--- config.mk ---
export PLATFORM = sky130hd
export DESIGN_NAME = qrf_pipo_bank_ctrl
export DESIGN_NICKNAME = d
export VERILOG_FILES = /design/src/rtl/qrf_ctrl_pkg.sv /design/src/rtl/qrf_stall_watchdog.sv /design/src/rtl/qrf_pipo_bank_ctrl.sv
export SDC_FILE = /design/constraint.sdc
export NUM_CORES = 1
export LEC_CHECK = 0
export ABC_AREA = 1
export CORE_ASPECT_RATIO = 1.1
export CORE_MARGIN = 8
export CORE_UTILIZATION = 45
export DETAILED_ROUTE_END_ITERATION = 10
export PLACE_DENSITY = 0.7
export SLEW_MARGIN = 20
export SYNTH_ARGS = -nofsm -noshare
export SYNTH_HDL_FRONTEND = slang
export SYNTH_SLANG_ARGS = --single-unit
--- constraint.sdc ---
create_clock -name ap_clk -period 1.9 [get_ports ap_clk]
set_input_delay 0.285 -clock ap_clk [delete_from_list [all_inputs] [get_ports ap_clk]]
set_output_delay 0.285 -clock ap_clk [all_outputs]
set_load 0.02 [all_outputs]
--- src/rtl/qrf_ctrl_pkg.sv ---
// Purpose: shared types, constants and width helpers for the QRF ping-pong bank controllers.
// Latency: none; declarations only.
// Backpressure: none; declarations only.
package qrf_ctrl_pkg;

  // Number of ping-pong channels that move together: Q real/imag and R real/imag.
  localparam int QRF_NUM_CHAN = 4;

  // Index width that never collapses to zero bits, even for a single-entry range.
  function automatic int clog2_min1(input int n);
    return (n <= 2) ? 1 : $clog2(n);
  endfunction

  // Snapshot of controller state for monitors. Eight bits covers the full 2..8 bank range.
  typedef struct packed {
    logic [7:0] wr_ptr;
    logic [7:0] rd_ptr;
    logic [7:0] count;
  } qrf_bank_state_t;

endpackage

--- src/rtl/qrf_stall_watchdog.sv ---
// Purpose: counts consecutive blocked cycles without progress and flags when LIMIT is reached.
// Latency: flag rises on the edge where the count reaches LIMIT and drops one edge after progress.
// Backpressure: observes only; it never stalls anything.
module qrf_stall_watchdog #(
  parameter int LIMIT = 1024
) (
  input  logic clock,
  input  logic reset,
  input  logic blocked,
  input  logic progress,
  output logic flag
);

  localparam int CNTW = $clog2(LIMIT + 1);

  logic [CNTW-1:0] cnt;
  logic [CNTW-1:0] cnt_next;

  // Next count: clear on progress or when nobody is waiting; otherwise count up and saturate.
  always_comb begin
    cnt_next = cnt;
    if (progress || !blocked) begin
      cnt_next = '0;
    end else if (cnt != CNTW'(LIMIT)) begin
      cnt_next = cnt + CNTW'(1);
    end
  end

  // Register the count and the flag so the flag never depends combinationally on the inputs.
  always_ff @(posedge clock) begin
    if (reset) begin
      cnt  <= '0;
      flag <= 1'b0;
    end else begin
      cnt  <= cnt_next;
      flag <= (cnt_next == CNTW'(LIMIT));
    end
  end

endmodule

--- src/rtl/qrf_pipo_bank_ctrl.sv ---
// Purpose: round-robin write/read bank ownership for the four QRF ping-pong channels, with a stall watchdog.
// Latency: a commit is visible to the consumer, and a release to the producer, one cycle after the pulse.
// Backpressure: i_full_n / t_empty_n are registered; a pulse made while the flag is low is dropped and logged as an error.
module qrf_pipo_bank_ctrl
  import qrf_ctrl_pkg::*;
#(
  parameter  int NUM_BANKS   = 2,
  parameter  int STALL_LIMIT = 1024,
  localparam int BW          = clog2_min1(NUM_BANKS),
  localparam int CW          = clog2_min1(NUM_BANKS + 1)
) (
  input  logic          ap_clk,
  input  logic          ap_rst,
  input  logic          clr,
  input  logic          i_write,
  output logic          i_full_n,
  output logic [BW-1:0] i_bank,
  input  logic          t_read,
  output logic          t_empty_n,
  output logic [BW-1:0] t_bank,
  input  logic          prod_wait,
  input  logic          cons_wait,
  output logic [CW-1:0] occupancy,
  output logic          err_overflow,
  output logic          err_underflow,
  output logic          stall_flag
);

  logic          wr_acc;
  logic          rd_acc;
  logic [CW-1:0] count_next;
  logic          blocked;
  logic          progress;

  // Round-robin successor of a bank index.
  function automatic logic [BW-1:0] ptr_inc(input logic [BW-1:0] p);
    return (p == BW'(NUM_BANKS - 1)) ? '0 : p + BW'(1);
  endfunction

  // Accepts use the registered handshakes; a simultaneous commit and release leaves occupancy unchanged.
  always_comb begin
    wr_acc     = i_write & i_full_n;
    rd_acc     = t_read & t_empty_n;
    count_next = occupancy;
    if (wr_acc && !rd_acc) begin
      count_next = occupancy + CW'(1);
    end else if (rd_acc && !wr_acc) begin
      count_next = occupancy - CW'(1);
    end
  end

  // Bank pointers, occupancy, handshakes and sticky errors; clr resets everything except the errors.
  always_ff @(posedge ap_clk) begin
    if (ap_rst) begin
      i_bank        <= '0;
      t_bank        <= '0;
      occupancy     <= '0;
      i_full_n      <= 1'b1;
      t_empty_n     <= 1'b0;
      err_overflow  <= 1'b0;
      err_underflow <= 1'b0;
    end else if (clr) begin
      i_bank    <= '0;
      t_bank    <= '0;
      occupancy <= '0;
      i_full_n  <= 1'b1;
      t_empty_n <= 1'b0;
    end else begin
      if (wr_acc) begin
        i_bank <= ptr_inc(i_bank);
      end
      if (rd_acc) begin
        t_bank <= ptr_inc(t_bank);
      end
      occupancy <= count_next;
      i_full_n  <= (count_next != CW'(NUM_BANKS));
      t_empty_n <= (count_next != '0);
      if (i_write && !i_full_n) begin
        err_overflow <= 1'b1;
      end
      if (t_read && !t_empty_n) begin
        err_underflow <= 1'b1;
      end
    end
  end

  // A side is blocked when it is waiting and its handshake says no bank is available.
  always_comb begin
    blocked  = (prod_wait & ~i_full_n) | (cons_wait & ~t_empty_n);
    progress = wr_acc | rd_acc;
  end

  qrf_stall_watchdog #(
    .LIMIT (STALL_LIMIT)
  ) u_watchdog (
    .clock    (ap_clk),
    .reset    (ap_rst | clr),
    .blocked  (blocked),
    .progress (progress),
    .flag     (stall_flag)
  );

endmodule

==> out/qor.txt <==
Die area -> 0.004328 mm²
Slew headroom -> 0.8213
RSZ-0062 raised after global routing -> false
Mux cell area share after synthesis -> 0
Post-Synth Simple-Gate Area -> 0.4141
Worst path max stage delay -> 0.64 ns
WL per Instance -> 11.16 µm
Lkg Pwr -> 0.6149 nW
Fin crit share -> 0.8700
Count of cell types in the netlist -> 25
Inserted Diodes -> 0
CP endpoint kind -> primary output
Initial DRC count -> 37
First-pass GRT wire length -> 4.381 mm
CP startpoint kind -> flop
Hold_buf cts -> 0
Commonest non-fill, non-tap cell in the layout -> nand2_1
Register clock-pin slew on the reported worst setup and hold paths -> 0.10 ns
Synth Area in XOR/XNOR -> 0.04602
Sum Neg Setup Slack -> 0 ns
Pre-antenna DRT Iters -> 5
Num CTS Buffers -> 3
Clock skew -> 0.002838 ns
Hpwl dp -> 2.011 mm
Final setup vio count -> 0
H-tree Lvls -> 1
Buf+Inv Stages, Crit Path -> 1
Fmax -> 605.0 MHz
All-layer global routing usage -> 0.1266
Post-CTS sizing -> 0
Max cap viols -> 0
Top Metal Used -> met4
Crit Path Max Fanout -> 3
Met1 WL -> 1.050 mm
Final Hold Fails -> 0
Worst Tran Pin Value -> 0.2676 ns
Fraction of layout cells with a size suffix above 1 -> 0.1277
Top delay family on crit path -> buffers and inverters
Synth Area in Compound Gates -> 0.05387
Slowest stage cell, crit path -> clkdlybuf4s50_1
Final WL -> 2.445 mm
Min Tclk post-route -> 1.653 ns
Antenna violations before repair -> 0
DR WL met3 -> 142 µm
Placed Cells -> 216
Crit Path Class -> flop to primary output
Standard-cell rows -> 19
Yosys warning count -> 0
Via/cell ratio -> 4.799
Multi-input logic area -> 598.1 µm²
Layout net count -> 199
Vias in the first global route -> 1076
Area delta synth->final -> 19.30%
Routed vias -> 1051
Syn Inst Count -> 170
Gr ovfl total -> 0
Filler Cells Inserted -> 245
CP cell instances -> clkdlybuf4s50_1
Num ports -> 16
Clk Latency, worst-skew pair -> 0.29 ns
Status -> finished clean
Syn Nets -> 179
Register area share after synthesis -> 0.3591
Clock Tree Root -> clkbuf_4
DR WL met2 -> 1.200 mm
Largest family of logic cells by synthesized area -> simple AND/OR/NAND/NOR gates
Die Span Y -> 68.20 µm
Starting Density -> 0.4598
Largest net degree at the start of global routing -> 11
PortBufs -> 15
Crit path DAT -> 1.37 ns
Post-CTS Setup Inserts -> 0
Commonest cells after routing, fill and taps aside -> nand2_1 (35), nor2_1 (32), inv_1 (24), dfxtp_1 (20), nand3_1 (16)
CP Data Required Time -> 1.62 ns
Global placement routability congestion -> 0.8395
Mean Syn Cell Area -> 6.558 µm²
Width of the die -> 63.46 µm
Post-synthesis register bit count -> 20
Core area -> 0.002425 mm²
Clock Sinks -> 20
Final non-filler cell total -> 219
Slew Limit Fails -> 0
Hold crit path type -> flop to flop
Drc violations -> 0
Cell Area, Synth -> 0.001115 mm²
Pwr Density -> 545.9 mW/mm²
DRT antenna net count -> 0
CTS tree -> yes
Adder-cell share of the synthesized area -> 0.02245
Max Root-Sink Buffers -> 2
Sequential cell area -> 400.4 µm²
Peak VDD IR -> 0.0003643 V
[final cells by class]
| type | instances | share of cell area |
|---|---|---|
| clock buffer | 3 | 0.01693 |
| inverter | 30 | 0.08467 |
| multi-input combinational | 119 | 0.4497 |
| sequential | 20 | 0.3010 |
| tap | 31 | 0.02916 |
| timing repair buffer | 16 | 0.1185 |
[routing by layer]
metal | GRT usage | vias to the layer above
li1 | - | 555
met5 | 0 | -
met2 | 0.2383 | 23
met1 | 0.1263 | 468
met4 | 0.06685 | 0
met3 | 0.03601 | 5
[per-stage QoR]
| step | worst slack, ns | utilization | power (mW) | hold slack (ns) | area (µm²) |
|---|---|---|---|---|---|
| after global placement | 0.1559 | 0.5392 | 0.5434 | 0.4598 | 1308 |
| after global routing | 0.07475 | 0.5485 | 0.7656 | 0.5167 | 1330 |
| after CTS | 0.2237 | 0.5485 | 0.7388 | 0.4760 | 1330 |
| after detailed placement | 0.09426 | 0.5392 | 0.5460 | 0.4662 | 1308 |
| final | 0.2470 | 0.5485 | 0.7260 | 0.4750 | 1330 |
| after floorplan | 0.4762 | - | 0.5040 | 0.3854 | 1115 |
[registers in the layout, indices dropped and copies added (netlist names)]
| name | count |
|---|---|
| i_bank | 1 |
| u_watchdog.flag | 1 |
| u_watchdog.cnt | 11 |
| i_full_n | 1 |
| err_underflow | 1 |
| t_empty_n | 1 |
| err_overflow | 1 |
| occupancy | 2 |
| t_bank | 1 |
[path summary, 6_finish.rpt]
path	depth (start not counted)	slack, ns	from	endpoint
max	1	0.25	occupancy[0]	occupancy[0]
min	2	0.47	err_overflow	err_overflow
max reg2reg	12	0.31	u_watchdog.cnt[0]	u_watchdog.flag
min reg2reg	2	0.47	err_overflow	err_overflow
[cell usage after synthesis (all sizes together)]
| cell type | instances | area [µm²] |
|---|---|---|
| nand4 | 3 | 18.77 |
| nor3 | 1 | 5.000 |
| o21ai | 7 | 35.03 |
| nand3 | 17 | 90.09 |
| clkbuf | 1 | 3.750 |
| o21a | 1 | 7.510 |
| a21oi | 2 | 17.52 |
| xnor2 | 1 | 16.27 |
| dfxtp | 20 | 400.4 |
| xor2 | 4 | 35.03 |
| nand3b | 1 | 7.510 |
| or2 | 3 | 21.28 |
| nand2 | 41 | 168.9 |
| nor2 | 36 | 150.2 |
| inv | 29 | 108.9 |
| ha | 2 | 25.02 |
| clkinv | 1 | 3.750 |
[where the power goes]
part           internal (mW)  switching (mW)
registers              0.428         0.00822
clock network         0.0738           0.116
logic                 0.0470          0.0526
[cell families after synthesis]
group	Yosys count
buffers and inverters	31
and+or+nand+nor	102
xor gates and xnor gates	5
DFF	20
AOI/OAI and AO/OA	10
adders and majority gates	2
No activity file was read; power rests on OpenSTA's default activity.
